$ cat src/rtl/fp32_addsub_issue.sv
// fp32_addsub_issue: operand issue/collect stage around a registered FP32 add/sub unit.
// Operands are buffered in an input FIFO and issued one per cycle under credit
// control. Results are collected with their tags into an output FIFO and
// presented downstream over valid/ready.
//
// Ports:
//   clk, rst_n                      clock, asynchronous active-low reset
//   in_valid/in_ready               operand handshake (in_ready registered)
//   in_a, in_b, in_cmd, in_tag      operands, 1 = add / 0 = sub (A-B), user tag
//   fpu_add1/fpu_add2/fpu_command   registered operands/command to the adder
//   fpu_result                      adder registered result (LAT cycles after issue)
//   out_valid/out_ready             result handshake
//   out_result, out_tag             registered output FIFO head
//   busy                            any op buffered, in flight or unread
//
// Optional feature macro: FP32_SPECIAL_BYPASS_EN
//   Classifies NaN/Inf operands at issue and substitutes the IEEE special
//   result for the adder output at capture.
module fp32_addsub_issue #(
  parameter int unsigned IN_DEPTH  = 4,
  parameter int unsigned OUT_DEPTH = 4,
  parameter int unsigned LAT       = 1,
  parameter int unsigned TAG_W     = 4
) (
  input  logic             clk,
  input  logic             rst_n,
  input  logic             in_valid,
  output logic             in_ready,
  input  logic [31:0]      in_a,
  input  logic [31:0]      in_b,
  input  logic             in_cmd,
  input  logic [TAG_W-1:0] in_tag,
  output logic [31:0]      fpu_add1,
  output logic [31:0]      fpu_add2,
  output logic             fpu_command,
  input  logic [31:0]      fpu_result,
  output logic             out_valid,
  input  logic             out_ready,
  output logic [31:0]      out_result,
  output logic [TAG_W-1:0] out_tag,
  output logic             busy
);

  localparam int unsigned IAW = $clog2(IN_DEPTH);
  localparam int unsigned IPW = IAW + 1;
  localparam int unsigned OAW = $clog2(OUT_DEPTH);
  localparam int unsigned OPW = OAW + 1;
  localparam int unsigned EW  = 65 + TAG_W;
  localparam int unsigned OW  = 32 + TAG_W;
  localparam int unsigned CW  = $clog2(OUT_DEPTH + LAT + 2) + 1;

  // Input FIFO
  logic [EW-1:0]    r_in_mem [IN_DEPTH];
  logic [IPW-1:0]   r_in_wr, r_in_rd;
  logic [IPW-1:0]   w_in_wr_nxt, w_in_rd_nxt;
  logic             w_in_empty, w_in_full_nxt, w_push, w_issue;
  logic [EW-1:0]    w_in_head;
  logic [31:0]      w_head_a, w_head_b;
  logic             w_head_cmd;
  logic [TAG_W-1:0] w_head_tag;

  // Flight pipeline: stage 0 is the operand register, stage LAT the capture point
  logic [LAT:0]     r_v;
  logic [TAG_W-1:0] r_tag [LAT+1];
  logic [LAT:0]     w_v_nxt;
  logic [CW-1:0]    w_infl, w_used;
  logic             w_cap;
  logic [31:0]      w_cap_res;

  // Output FIFO
  logic [OW-1:0]    r_out_mem [OUT_DEPTH];
  logic [OPW-1:0]   r_out_wr, r_out_rd;
  logic [OPW-1:0]   w_out_cnt, w_out_remain, w_out_cnt_nxt, w_out_rd_nxt;
  logic             w_pop;
  logic [OW-1:0]    w_cap_data, w_head_nxt;

  logic             r_in_ready, r_out_valid, r_busy;
  logic [31:0]      r_fpu_a, r_fpu_b, r_out_result;
  logic             r_fpu_cmd;
  logic [TAG_W-1:0] r_out_tag;

  assign w_push      = in_valid & r_in_ready;
  assign w_in_empty  = (r_in_wr == r_in_rd);
  assign w_in_head   = r_in_mem[r_in_rd[IAW-1:0]];
  assign w_head_a    = w_in_head[EW-1 -: 32];
  assign w_head_b    = w_in_head[EW-33 -: 32];
  assign w_head_cmd  = w_in_head[TAG_W];
  assign w_head_tag  = w_in_head[TAG_W-1:0];

  // Credit check: a same-cycle pop is deliberately not counted as a free slot
  always_comb begin
    w_infl = '0;
    for (int i = 0; i <= int'(LAT); i++) w_infl = w_infl + CW'(r_v[i]);
  end
  assign w_used  = CW'(w_out_cnt) + w_infl;
  assign w_issue = !w_in_empty && (w_used < CW'(OUT_DEPTH));

  assign w_in_wr_nxt   = r_in_wr + IPW'(w_push);
  assign w_in_rd_nxt   = r_in_rd + IPW'(w_issue);
  assign w_in_full_nxt = (w_in_wr_nxt[IPW-1] != w_in_rd_nxt[IPW-1]) &&
                         (w_in_wr_nxt[IPW-2:0] == w_in_rd_nxt[IPW-2:0]);

  // Input FIFO storage (no reset needed, guarded by pointers)
  always_ff @(posedge clk) begin
    if (w_push) r_in_mem[r_in_wr[IAW-1:0]] <= {in_a, in_b, in_cmd, in_tag};
  end

  // Input pointers and registered ready
  always_ff @(posedge clk or negedge rst_n) begin
    if (!rst_n) begin
      r_in_wr    <= '0;
      r_in_rd    <= '0;
      r_in_ready <= 1'b0;
    end else begin
      r_in_wr    <= w_in_wr_nxt;
      r_in_rd    <= w_in_rd_nxt;
      r_in_ready <= !w_in_full_nxt;
    end
  end

  // Operand registers toward the adder; hold when not issuing
  always_ff @(posedge clk or negedge rst_n) begin
    if (!rst_n) begin
      r_fpu_a   <= '0;
      r_fpu_b   <= '0;
      r_fpu_cmd <= 1'b1;
    end else if (w_issue) begin
      r_fpu_a   <= w_head_a;
      r_fpu_b   <= w_head_b;
      r_fpu_cmd <= w_head_cmd;
    end
  end

  // Valid/tag shift register tracking ops inside the adder
  assign w_v_nxt = {r_v[LAT-1:0], w_issue};
  assign w_cap   = r_v[LAT];

  always_ff @(posedge clk or negedge rst_n) begin
    if (!rst_n) begin
      r_v <= '0;
      for (int i = 0; i <= int'(LAT); i++) r_tag[i] <= '0;
    end else begin
      r_v      <= w_v_nxt;
      r_tag[0] <= w_head_tag;
      for (int i = 1; i <= int'(LAT); i++) r_tag[i] <= r_tag[i-1];
    end
  end

`ifdef FP32_SPECIAL_BYPASS_EN
  logic        r_byp  [LAT+1];
  logic [31:0] r_bval [LAT+1];
  logic [32:0] w_class;

  // {bypass flag, bypass value}; NaN > Inf-Inf > A Inf > B Inf
  function automatic logic [32:0] classify(input logic [31:0] a, input logic [31:0] b,
                                           input logic cmd);
    logic nan_a, nan_b, inf_a, inf_b, eff_sub;
    nan_a   = (a[30:23] == 8'hFF) && (a[22:0] != 23'd0);
    nan_b   = (b[30:23] == 8'hFF) && (b[22:0] != 23'd0);
    inf_a   = (a[30:23] == 8'hFF) && (a[22:0] == 23'd0);
    inf_b   = (b[30:23] == 8'hFF) && (b[22:0] == 23'd0);
    eff_sub = a[31] ^ b[31] ^ !cmd;
    classify = '0;
    if (nan_a || nan_b)               classify = {1'b1, 32'h7FC0_0000};
    else if (inf_a && inf_b && eff_sub) classify = {1'b1, 32'h7FC0_0000};
    else if (inf_a)                   classify = {1'b1, a};
    else if (inf_b)                   classify = {1'b1, b[31] ^ !cmd, b[30:0]};
  endfunction

  assign w_class = classify(w_head_a, w_head_b, w_head_cmd);

  always_ff @(posedge clk or negedge rst_n) begin
    if (!rst_n) begin
      for (int i = 0; i <= int'(LAT); i++) begin
        r_byp[i]  <= 1'b0;
        r_bval[i] <= '0;
      end
    end else begin
      r_byp[0]  <= w_class[32];
      r_bval[0] <= w_class[31:0];
      for (int i = 1; i <= int'(LAT); i++) begin
        r_byp[i]  <= r_byp[i-1];
        r_bval[i] <= r_bval[i-1];
      end
    end
  end

  assign w_cap_res = r_byp[LAT] ? r_bval[LAT] : fpu_result;
`else
  assign w_cap_res = fpu_result;
`endif

  assign w_cap_data    = {w_cap_res, r_tag[LAT]};
  assign w_pop         = r_out_valid & out_ready;
  assign w_out_cnt     = r_out_wr - r_out_rd;
  assign w_out_remain  = w_out_cnt - OPW'(w_pop);
  assign w_out_cnt_nxt = w_out_remain + OPW'(w_cap);
  assign w_out_rd_nxt  = r_out_rd + OPW'(w_pop);

  // Next head: bypass the write data when it lands in an otherwise empty FIFO
  always_comb begin
    w_head_nxt = {r_out_result, r_out_tag};
    if (w_out_cnt_nxt != '0) begin
      if (w_out_remain == '0) w_head_nxt = w_cap_data;
      else                    w_head_nxt = r_out_mem[w_out_rd_nxt[OAW-1:0]];
    end
  end

  // Output FIFO storage
  always_ff @(posedge clk) begin
    if (w_cap) r_out_mem[r_out_wr[OAW-1:0]] <= w_cap_data;
  end

  // Output pointers, registered head, valid and busy
  always_ff @(posedge clk or negedge rst_n) begin
    if (!rst_n) begin
      r_out_wr     <= '0;
      r_out_rd     <= '0;
      r_out_valid  <= 1'b0;
      r_out_result <= '0;
      r_out_tag    <= '0;
      r_busy       <= 1'b0;
    end else begin
      r_out_wr     <= r_out_wr + OPW'(w_cap);
      r_out_rd     <= w_out_rd_nxt;
      r_out_valid  <= (w_out_cnt_nxt != '0);
      r_out_result <= w_head_nxt[OW-1 -: 32];
      r_out_tag    <= w_head_nxt[TAG_W-1:0];
      r_busy       <= (w_in_wr_nxt != w_in_rd_nxt) || (|w_v_nxt) || (w_out_cnt_nxt != '0);
    end
  end

  assign in_ready    = r_in_ready;
  assign fpu_add1    = r_fpu_a;
  assign fpu_add2    = r_fpu_b;
  assign fpu_command = r_fpu_cmd;
  assign out_valid   = r_out_valid;
  assign out_result  = r_out_result;
  assign out_tag     = r_out_tag;
  assign busy        = r_busy;

endmodule

$ cat config.mk
export PLATFORM = sky130hd
export DESIGN_NAME = fp32_addsub_issue
export DESIGN_NICKNAME = d
export VERILOG_FILES = /design/src/rtl/fp32_addsub_issue.sv
export SDC_FILE = /design/constraint.sdc
export NUM_CORES = 1
export LEC_CHECK = 0
export BUFFER_PORTS_ARGS = -buffer_cell sky130_fd_sc_hd__buf_2
export CORE_MARGIN = 4
export CORE_UTILIZATION = 55
export CTS_BUF_LIST = sky130_fd_sc_hd__clkbuf_4
export DETAILED_ROUTE_END_ITERATION = 6
export HOLD_SLACK_MARGIN = 0.05
export MAX_ROUTING_LAYER = met4
export PLACE_DENSITY = 0.78
export SLEW_MARGIN = 20
export SYNTH_ARGS = -nofsm -noshare
export SYNTH_HDL_FRONTEND = slang
export SYNTH_SLANG_ARGS = --single-unit
$ cat constraint.sdc
create_clock -name clk -period 6.55 [get_ports clk]
set_clock_uncertainty 0.1 [all_clocks]
set_input_delay 0.655 -clock clk [delete_from_list [all_inputs] [get_ports clk]]
set_output_delay 0.655 -clock clk [all_outputs]
set_load 0.1 [all_outputs]
==> results of run 1 <==
-- sequential cells by signal (all words and copies together) (netlist names), 2 cells and up --
signal	count
out_result	32
r_in_rd	3
r_v	2
r_out_rd	3
r_out_mem	144
r_out_wr	3
fpu_add1	32
r_in_wr	3
r_tag	8
r_in_mem	276
fpu_add2	32
out_tag	4
-- layout make-up --
type                    count  area (um2)
diodes                      7       17.52
clock buffers             216        1622
clock inverters            39       224.0
fillers                  2285       11740
inverters                  10       37.54
multi-input cells         366        4431
flip-flops and latches    546       15770
well taps                 468       585.6
repair buffers            325        2181
-- routing by layer --
| metal | global-route usage | up-vias |
|---|---|---|
| met5 | - | - |
| met4 | 0.06809 | 0 |
| met3 | 0.06931 | 45 |
| met2 | 0.3839 | 426 |
| met1 | 0.2778 | 5730 |
| li1 | - | 4901 |
-- cells by family after synthesis --
kind of cell,count (synthesis),share of synthesized area
mux,170,0.1518
xor+xnor,16,0.007975
compound gates,74,0.02049
fa+ha+maj,15,0.009570
flops,546,0.7730
buf+inv,64,0.01399
simple gates,91,0.02319
-- cell usage in the layout, fill, tap and decap left out, types with 3 or more instances in the layout --
master	count
buf_2	207
mux2_2	65
buf_4	15
xor2_1	5
clkinv_1	26
xnor2_1	7
clkbuf_4	216
dlygate4sd3_1	102
o21ai_0	36
edfxtp_1	420
ha_1	13
dfrtp_1	123
mux4_2	105
a31oi_1	36
diode_2	7
nand3_1	37
inv_1	10
nor3b_4	3
nor3_1	37
inv_2	3
clkinv_2	3
clkinvlp_4	3
-- worst max path at each step --
stage / cells past startpoint / end
floorplan: 2 / r_in_mem[0][0]
global placement: 11 / out_result[26]
detailed placement: 11 / out_result[0]
CTS: 11 / out_result[30]
global route: 11 / out_result[1]
finish: 11 / out_result[30]
-- through the flow --
stage | setup WS [ns] | instance area (um2) | util | std cells | setup TNS (ns)
after floorplan | -0.05295 | 20410 | - | 976 | -3.653
after global placement | 2.843 | 21980 | 0.6003 | 1613 | 0
after detailed placement | 2.679 | 21980 | 0.6004 | 1613 | 0
after CTS | 2.649 | 24850 | 0.6787 | 1970 | 0
after global routing | 2.446 | 24870 | 0.6794 | 1977 | 0
final | 2.645 | 24870 | 0.6794 | 1977 | 0
==> impl_metrics.json, run 1 <==
{
  "syn_area_mm2": 0.02040,
  "rsz0062_at_grt": "false",
  "rr_worst_depth": 11,
  "timing.fmax_mhz": 256.1,
  "regToRegSetupSlack_ns": 2.65,
  "min_period_over_period": 0.5961,
  "crit_buf_inv": 4,
  "synth_common_cells": "edfxtp_1 (420), dfrtp_1 (125), mux4_2 (105)",
  "wl_um": 43570,
  "syn_area_per_cell_um2": 20.90,
  "synth-async-reset-ratio": 0.2308,
  "wl_met2_um": 23200,
  "holdBufCountCts": 102,
  "area_growth_pct": 21.94,
  "drive_above_1_share": 0.4268,
  "grt_overflow": 0,
  "seq_area_frac_synth": 0.7730,
  "cp.required_ns": 7.03,
  "max_stage_delay_ns": 0.83,
  "grt_pass1_vias": 12550,
  "timing.slew.headroom": 0.2744,
  "rr_endpoint": "out_result[30]",
  "cts_buffer_depth": 3,
  "critPathSlowestCell": "xnor3_2",
  "slew_viol_final": 0,
  "tightestPinTransition_ns": 1.088,
  "tritoncts": "built",
  "die_w_um": 200.6,
  "grt_max_degree": 81,
  "synth_cell_types": 30,
  "cts-resized-gates": 0,
  "nNetsFinal": 1508,
  "hold_depth": 0,
  "root_buffer": "clkbuf_4",
  "met3_length_um": 3215,
  "routed-via-count": 11100,
  "synth_most_common_cell": "edfxtp_1",
  "detailedPlacementHpwl_um": 23120,
  "crit_arrival_ns": 4.38,
  "drc": 0,
  "cp_common_cell": "inv_1",
  "hold_end": "r_tag[2]",
  "ys_seq_elements": 546,
  "grt_first_pass_wirelength_um": 70330,
  "crit_path_cell_trace": "inv_1 -> ha_1 -> inv_1 -> fa_1 -> inv_1 -> ha_1 -> xnor2_1 -> xnor3_2 -> or2_1 -> buf_4 -> a31oi_1",
  "yosys.area.top_type": "edfxtp_1",
  "synth_area_leaders": "edfxtp_1 (62%), dfrtp_1 (15%), mux4_2 (12%)",
  "cp-start-kind": "flip-flop",
  "pin_count": 209,
  "min_from": "r_tag[6]",
  "gr-usage-all-layers": 0.2309,
  "clk_pin_slew_ns": 0.06,
  "synthesis.nets": 1096,
  "final_antenna_net_count": 0,
  "endpoint_kind": "flip-flop",
  "maxCapViolations": 0,
  "cp_max_fo": 37,
  "antenna_found_initial": 7,
  "regToRegStartpoint": "r_out_wr[0]",
  "die-area_mm2": 0.04023,
  "port_buffers": 208,
  "syn-instance-count": 976,
  "met1_length_um": 16620,
  "synth_edf_count": 420,
  "top_layer": "met4",
  "htree_levels": 4,
  "worst_path_dominant_cell_family": "XOR/XNOR gates",
  "start_util": 0.5571,
  "gp_congestion": 0.7778,
  "status": "finished, final reports clean",
  "crit_type": "reg -> reg",
  "cts_buffers": 139,
  "fin_crit_ns": 3.905,
  "drtIter0Drc": 604,
  "avgRoutedWirePerCell_um": 22.04,
  "yosys_warnings": 0,
  "clk_latency_ns": 0.79,
  "critical_path.startpoint": "r_out_wr[0]",
  "min_path_type": "reg -> reg",
  "vias_per_cell": 5.616,
  "core_area_mm2": 0.03661,
  "setup_viol": 0,
  "row_count": 70,
  "firstDrtPassIters": 5,
  "cts_setup_buffers": 0,
  "hold_violations": 0,
  "cts.sinks": 546,
  "fin_hold_ws_ns": 0.2492,
  "yosys.area.top_type_share": 0.6183,
  "die_h_um": 200.6,
  "yosys_most_used_dff": "edfxtp_1"
}
Power of run 1 is left out: the tool's default activity adds up to more than one toggle a clock period on the data nets, which glitch-free logic cannot reach.
==> inputs of run 2 (changes only) <==
Settings changed: CORE_UTILIZATION 55 to 61, PLACE_DENSITY 0.78 to 0.82.
Clock period 6.55 ns to 3.9 ns, I/O delays scaled along.
==> impl_metrics.json, run 2 (synthesis results as in run 1) <==
{
  "grt_pass1_vias": 12510,
  "clk_latency_ns": 0.77,
  "cts-resized-gates": 0,
  "drive_above_1_share": 0.4283,
  "cp_max_fo": 28,
  "firstDrtPassIters": 7,
  "antenna_found_initial": 7,
  "die-area_mm2": 0.03643,
  "largest_reg_flops": 276,
  "endpoint_kind": "flip-flop",
  "drtIter0Drc": 778,
  "timing.slew.headroom": 0.3361,
  "hold_violations": 0,
  "area_growth_pct": 22.40,
  "grt_max_degree": 78,
  "final_antenna_net_count": 0,
  "timing.fmax_mhz": 293.3,
  "vias_per_cell": 5.733,
  "crit_arrival_ns": 3.89,
  "die_w_um": 190.9,
  "die_h_um": 190.9,
  "row_count": 66,
  "cts_buffer_depth": 3,
  "cts_setup_buffers": 0,
  "pre_cts_slack_ns": 0.5571,
  "clk_pin_slew_ns": 0.06,
  "rsz0062_at_grt": "false",
  "min_path_type": "in -> async",
  "drc": 1,
  "root_buffer": "clkbuf_4",
  "final_common_cell": "edfxtp_1",
  "min_period_over_period": 0.8744,
  "violations": "design-rule violations",
  "status": "finished, violations left",
  "gp_congestion": 0.7670,
  "cts_buffers": 136,
  "gr-usage-all-layers": 0.2563,
  "cp-start-kind": "flip-flop",
  "setup_viol": 0,
  "slew_viol_final": 0,
  "core_area_mm2": 0.03278,
  "crit_type": "reg -> reg",
  "pin_count": 209,
  "wl_um": 43900,
  "fin_crit_ns": 3.410,
  "nNetsFinal": 1513,
  "avgRoutedWirePerCell_um": 22.44,
  "final_cell_mix": "edfxtp_1 (420), clkbuf_4 (210), buf_2 (207)",
  "worst_slack_ns": 0.4900,
  "grt_overflow": 0,
  "htree_levels": 4,
  "start_util": 0.6222,
  "port_buffers": 208,
  "cp.required_ns": 4.38,
  "grt_first_pass_wirelength_um": 68430,
  "routed-via-count": 11210,
  "maxCapViolations": 0,
  "tritoncts": "built",
  "tightestPinTransition_ns": 0.9958,
  "final_cells": 1956,
  "dp_cells": 1595,
  "detailedPlacementHpwl_um": 23140,
  "cts.sinks": 546
}
==> run 2: layout make-up <==
| type | instances | area (um2) |
|---|---|---|
| Sequential cell | 546 | 15770 |
| Fill cell | 1747 | 7818 |
| Multi-Input combinational cell | 366 | 4417 |
| Timing Repair Buffer | 333 | 2328 |
| Clock buffer | 210 | 1577 |
| Tap cell | 442 | 553.0 |
| Clock inverter | 41 | 260.3 |
| Inverter | 10 | 37.54 |
| Antenna cell | 8 | 20.02 |
==> run 2: layer usage <==
metal	vias up	wire length (um)	global-route usage
met5	-	0	-
met4	0	952	0.08453
met3	74	3665	0.08312
met2	477	22970	0.4268
met1	5744	16310	0.2998
li1	4919	-	-
==> run 2: stage by stage <==
stage / util / hold WS [ns] / area (um2) / TNS [ns]
after detailed placement: 0.6738 / 0.2347 / 22090 / 0
final: 0.7615 / 0.1552 / 24970 / 0
after global routing: 0.7615 / 0.1064 / 24970 / 0
after global placement: 0.6738 / 0.2358 / 22090 / 0
after floorplan: - / -0.005591 / 20410 / -129.38
after CTS: 0.7609 / 0.08320 / 24950 / 0
==> run 2: worst max-delay path: stages, from the launching register on <==
cell     delay [ns]
dfrtp_1        0.41
inv_1          0.12
ha_1           0.17
inv_1          0.05
fa_1           0.47
inv_1          0.06
ha_1           0.29
inv_1          0.07
ha_1           0.18
xnor3_2        0.38
or2_1          0.37
buf_4          0.40
a31oi_1        0.17
==> run 2: repair_timing <==
action                     4_1_cts  5_1_grt
hold endpoints to repair       512        0
setup endpoints to repair        0        0
hold buffers                   102        0
==> run 2: worst paths after layout <==
path                                  endpoint  cells after the start         from  slack, ns
worst max-delay path                out_tag[0]                     12  r_out_wr[0]       0.49
worst min-delay path            out_result[31]                      2        rst_n       0.16
worst max register to register      out_tag[0]                     12  r_out_wr[0]       0.49
worst min register to register        r_tag[2]                      0     r_tag[6]       0.25
max in group asynchronous          fpu_command                      3        rst_n       2.71
min in group clk                   r_out_rd[1]                      4    out_ready       0.19
Power of run 2 is left out for the same reason.
